===== config.mk =====
export PLATFORM = sky130hd
export DESIGN_NAME = bcd_display_scanner
export DESIGN_NICKNAME = d
export VERILOG_FILES = /design/src/rtl/bcd_display_scanner_pkg.sv /design/src/rtl/bcd_display_scanner_scan_prescaler.sv /design/src/rtl/bcd_display_scanner.sv
export SDC_FILE = /design/constraint.sdc
export NUM_CORES = 1
export LEC_CHECK = 0
export ABC_AREA = 1
export BUFFER_PORTS_ARGS = -buffer_cell sky130_fd_sc_hd__buf_2
export CAP_MARGIN = 15
export CORE_AREA = 4 4 59 115
export DETAILED_ROUTE_END_ITERATION = 8
export DIE_AREA = 0 0 63 119
export GPL_TIMING_DRIVEN = 0
export MAX_ROUTING_LAYER = met4
export PLACE_DENSITY = 0.68
export REMOVE_ABC_BUFFERS = 1
export SYNTH_ARGS = -nofsm -noshare
export SYNTH_HDL_FRONTEND = slang
export SYNTH_SLANG_ARGS = --single-unit

===== constraint.sdc =====
create_clock -name clk -period 3.56 [get_ports clk]
set_input_delay 0.356 -clock clk [delete_from_list [all_inputs] [get_ports clk]]
set_output_delay 0.356 -clock clk [all_outputs]
set_load 0.05 [all_outputs]

===== src/rtl/bcd_display_scanner_pkg.sv =====
// Shared constants for the BCD display path: nibble width and the blank code
// that the downstream 7-segment decoder renders as all segments off.
package bcd_display_scanner_pkg;

    localparam int unsigned DIGIT_W    = 4;
    localparam int unsigned MAX_DIGITS = 8;
    localparam logic [DIGIT_W-1:0] BLANK_CODE = 4'b1111;

    // Bit i set when every digit at or above i is zero; digit 0 is never blanked.
    function automatic logic [MAX_DIGITS-1:0] leading_blank_mask(
        input logic [MAX_DIGITS*DIGIT_W-1:0] value
    );
        logic [MAX_DIGITS-1:0] mask;
        logic                  seen;
        mask = '0;
        seen = 1'b0;
        for (int i = MAX_DIGITS - 1; i >= 1; i--) begin
            if (value[i*DIGIT_W +: DIGIT_W] != '0) begin
                seen = 1'b1;
            end
            mask[i] = ~seen;
        end
        return mask;
    endfunction

endpackage


===== src/rtl/bcd_display_scanner_scan_prescaler.sv =====
// Slot prescaler for the display scanner: counts 0..PRESCALE-1 and flags the
// first (guard) and last cycle of every digit slot.
module bcd_display_scanner_scan_prescaler #(
    parameter int unsigned PRESCALE = 50000
) (
    input  logic clk,
    input  logic rst_n,
    output logic slot_start,
    output logic slot_end
);

    localparam int unsigned CNT_W = $clog2(PRESCALE);

    logic [CNT_W-1:0] cnt_q;
    logic [CNT_W-1:0] cnt_d;

    always_comb begin
        slot_start = (cnt_q == '0);
        slot_end   = (cnt_q == CNT_W'(PRESCALE - 1));
        cnt_d      = slot_end ? '0 : cnt_q + 1'b1;
    end

    always_ff @(posedge clk or negedge rst_n) begin
        if (!rst_n) begin
            cnt_q <= '0;
        end else begin
            cnt_q <= cnt_d;
        end
    end

endmodule


===== src/rtl/bcd_display_scanner.sv =====
// Time-multiplexed multi-digit BCD display scanner with double-buffered value.
// Optional LEADING_ZERO_BLANK_EN blanks digits above the most significant nonzero one.
module bcd_display_scanner
    import bcd_display_scanner_pkg::*;
#(
    parameter int unsigned DIGITS   = 4,
    parameter int unsigned PRESCALE = 50000
) (
    input  logic                      clk,
    input  logic                      rst_n,
    input  logic                      load,
    input  logic [DIGITS*DIGIT_W-1:0] bcd_in,
    output logic                      busy,
    output logic [DIGIT_W-1:0]        digit_bcd,
    output logic [DIGITS-1:0]         digit_sel,
    output logic                      frame_tick
);

    localparam int unsigned IDX_W = $clog2(DIGITS);
    localparam int unsigned VAL_W = DIGITS * DIGIT_W;

    logic slot_start;
    logic slot_end;
    logic boundary;

    logic [IDX_W-1:0]   idx_q, idx_d;
    logic [VAL_W-1:0]   pending_q, pending_d;
    logic [VAL_W-1:0]   display_q, display_d;
    logic               busy_q, busy_d;
    logic [DIGIT_W-1:0] bcd_q, bcd_d;
    logic [DIGITS-1:0]  sel_q, sel_d;
    logic               tick_q, tick_d;

    bcd_display_scanner_scan_prescaler #(
        .PRESCALE (PRESCALE)
    ) u_prescaler (
        .clk        (clk),
        .rst_n      (rst_n),
        .slot_start (slot_start),
        .slot_end   (slot_end)
    );

`ifdef LEADING_ZERO_BLANK_EN
    logic [MAX_DIGITS-1:0] blank_mask;
    always_comb begin
        blank_mask = leading_blank_mask((MAX_DIGITS*DIGIT_W)'(display_d));
    end
`endif

    always_comb begin
        boundary  = slot_end && (idx_q == IDX_W'(DIGITS - 1));
        idx_d     = idx_q;
        pending_d = pending_q;
        display_d = display_q;
        busy_d    = busy_q;

        if (slot_end) begin
            idx_d = boundary ? '0 : idx_q + 1'b1;
        end

        if (boundary) begin
            // A load landing on the boundary bypasses pending; keep pending in
            // step so the next commit does not revert to an older value.
            if (load) begin
                display_d = bcd_in;
                pending_d = bcd_in;
            end else begin
                display_d = pending_q;
            end
            busy_d = 1'b0;
        end else if (load) begin
            pending_d = bcd_in;
            busy_d    = 1'b1;
        end

        tick_d = boundary;

        // Outputs are registered from next-state so they line up with cnt/idx.
        if (slot_end) begin
            sel_d = '0;
        end else if (slot_start) begin
            sel_d = DIGITS'(1) << idx_q;
        end else begin
            sel_d = sel_q;
        end

        bcd_d = display_d[idx_d*DIGIT_W +: DIGIT_W];
`ifdef LEADING_ZERO_BLANK_EN
        if (blank_mask[3'(idx_d)]) begin
            bcd_d = BLANK_CODE;
        end
`endif
    end

    always_ff @(posedge clk or negedge rst_n) begin
        if (!rst_n) begin
            idx_q     <= '0;
            pending_q <= '0;
            display_q <= '0;
            busy_q    <= 1'b0;
            bcd_q     <= BLANK_CODE;
            sel_q     <= '0;
            tick_q    <= 1'b0;
        end else begin
            idx_q     <= idx_d;
            pending_q <= pending_d;
            display_q <= display_d;
            busy_q    <= busy_d;
            bcd_q     <= bcd_d;
            sel_q     <= sel_d;
            tick_q    <= tick_d;
        end
    end

    assign busy       = busy_q;
    assign digit_bcd  = bcd_q;
    assign digit_sel  = sel_q;
    assign frame_tick = tick_q;

endmodule


==> results by group <==
Synth
  – Synth Area per Inst: 8.538 um2
  – Synth top area cells: dfrtp_1 48%, nand2_1 14%, nand3_1 6.0%
  – Syn Inst Count: 341
  – Area leader, netlist: dfrtp_1
  – Synth warnings: 0
  – Post-Syn Area: 2912 um2
  – Sequential fraction of the synthesis area: 51.74%
  – Cell variety after synth: 32
  – Proportion of netlist area held by the largest area contributor: 48.13%
  – Post-synthesis register bit count: 60

Routing
  – Drt wl/cell: 14.17 um
  – Pre-antenna DRT Iters: 5
  – Vias: 2,309
  – Remaining antenna violation count after routing: 0
  – Wirelength, routed: 6220 um
  – Drc violations: 0
  – Via/cell ratio: 5.260
  – Iteration-0 DRC count of the detailed router: 74

Die
  – Area of the die: 7497 um2
  – Site Rows: 40
  – Die width: 63 um
  – Die Ht: 119 um
  – Core Region: 5956 um2
  – IO Pins: 29
  – Initial Util: 48.89%

Cells and area
  – Fraction of layout cells with a size suffix above 1: 19.41%
  – ANT cells: 0
  – Syn-to-layout area delta: 15.08%
  – Final non-filler cell total: 439
  – Commonest non-fill, non-tap cell in the layout: nand2_1
  – Most frequent cells in the layout: 112 x nand2_1, 56 x dfrtp_1, 35 x nand3_1, 32 x inv_1, 28 x buf_2
  – # fillers: 540
  – # nets final: 397

Clock tree
  – Clock latency on the worst-skew pair: 0.33 ns
  – Post_cts resized: 0
  – Setup repair bufs after CTS: 0
  – CTS Root Cell: clkbuf_16
  – TritonCTS buffer count: 9
  – CTS H-tree depth: 3
  – Worst-path clk slew: 0.05 ns
  – Clk buf depth: 2
  – # hold bufs at CTS: 0
  – CTS tree: built
  – Clk sinks: 60

Power and ir drop
  – Int Power: 1.217 mW
  – VDD IR max: 0.3633 mV
  – Sequential share of power: 45.9%
  – Switch share: 20.59%
  – NetSw: 315.6 uW
  – Lkg Pwr: 1.716 nW
  – P per Cell Area: 457.5 nW/um2
  – Logic pwr share: 3.4%
  – Clock power frac: 50.7%

Placement
  – Post-DP HPWL: 4493 um
  – Dpl cells: 424
  – Number of port buffers: 28
  – Routability congestion estimate: 0.8810

Outcome
  – Status: completed

Timing
  – Hold Slack: 0.09737 ns
  – Worst relative slew slack: 50.51%
  – Endpoints failing hold: 0
  – Setup_tns: 0 ns
  – Setup violators final: 0
  – Slew Limit Fails: 0
  – Post-route minimum period: 2.042 ns
  – Max Freq: 0.4898 GHz
  – Part of the cycle the worst path needs: 57.35%
  – RSZ-0062 raised after global routing: no
  – Skew final: 0.006139 ns
  – Worst-margin pin slew: 0.7424 ns

GRT
  – Antenna violations before repair: 0
  – Largest net degree at the start of global routing: 33
  – Overflow after GRT: 0
  – Number of global-route vias before repair: 2,359
  – First-pass GRT wire length: 10,730 um
  – GRT Resource Usage Total: 19.11%

Critical path
  – Worst R2R Start: u_prescaler.cnt_q[0]
  – Top fanout value on the critical path: 15
  – R2r worst-path depth: 8
  – Setup CP Type: register to register
  – Crit path launch: u_prescaler.cnt_q[0]
  – Req. time, crit path: 3.81 ns
  – Worst endpoint data arrival time: 2.29 ns
  – Crit end category: register
  – Crit start category: register

Flow run
  – Max-cap viol count: 0

Min path
  – Min-delay worst type: input pin to async pin
critical path, cell delays in order (launching register included):
cell and delay [ns]:
dfrtp_1 0.39, ha_1 0.21, nand3_2 0.16, nor2_4 0.43, nand2_2 0.18, o21ai_4 0.26
inv_1 0.15, nand3_1 0.12, nand2_1 0.07
power groups by stage:
stage                     logic, mW  registers, mW  clock network (mW)
after global routing         0.0612          0.705               0.821
final                        0.0517          0.704               0.777
after floorplan              0.0190          0.714                   0
after detailed placement     0.0535          0.715                   0
after global placement       0.0494          0.714                   0
after CTS                    0.0537          0.704               0.792
cell type report:
| class | count | area [um2] | share of cell area [%] |
|---|---|---|---|
| clock buffer | 13 | 260.3 | 7.767 |
| clock inverter | 2 | 10.01 | 0.2987 |
| inverter | 36 | 135.1 | 4.033 |
| multi-input combinational | 236 | 1200 | 35.81 |
| sequential | 60 | 1506 | 44.96 |
| tap | 63 | 78.83 | 2.353 |
| timing repair buffer | 29 | 160.2 | 4.780 |
registers in the layout, summed over array words and instances, names as in the netlist:
signal             cells
busy                   1
frame_tick             1
digit_sel              4
idx_q                  2
digit_bcd              4
u_prescaler.cnt_q     16
pending_q             16
display_q             16
cells by family after synthesis:
family,after synthesis,synth area share [%]
AND/OR/NAND/NOR,209,33.78
flip-flops,60,51.74
buffers and inverters,45,7.047
AO/OA/AOI/OAI,15,3.051
XOR/XNOR,6,1.805
adder cells (fa/ha/maj),6,2.578
per-layer routing:
| metal | track usage, % | routed length (um) | vias up |
|---|---|---|---|
| met1 | 19.45 | 2315 | 1091 |
| met4 | 12.31 | 275 | 0 |
| li1 | - | - | 1144 |
| met2 | 32.56 | 3411 | 53 |
| met3 | 4.057 | 217 | 21 |
| met5 | - | 0 | - |
per-stage QoR:
step	instance area [um2]	utilization [%]	power, mW	worst slack, ns
2_1_floorplan	2841	-	0.7326	1.935
3_3_place_gp	3060	51.39	0.7635	1.545
3_5_place_dp	3080	51.72	0.7680	1.511
4_1_cts	3351	56.26	1.549	1.494
5_1_grt	3351	56.26	1.587	1.342
6_report	3351	56.26	1.533	1.518
Yosys cell counts, drive strengths merged:
master    n
dfstp     4
xor2      5
nand2   126
inv      36
nor3      3
nand4    15
xnor2     1
o21bai    1
nor2     25
o21ai    10
a21oi     4
buf       6
nor4      3
clkbuf    3
ha        6
nand3    37
dfrtp    56
path summary, 6_finish.rpt:
check                                end  slack [ns]
setup / recovery            digit_bcd[2]        1.52
hold / removal              pending_q[2]         0.1
setup reg to reg            digit_bcd[2]        1.52
hold reg to reg             digit_sel[0]        0.47
max in group asynchronous   digit_bcd[3]        2.79
min in group clk           pending_q[15]        0.25
Power figures use the tool's default switching activity.
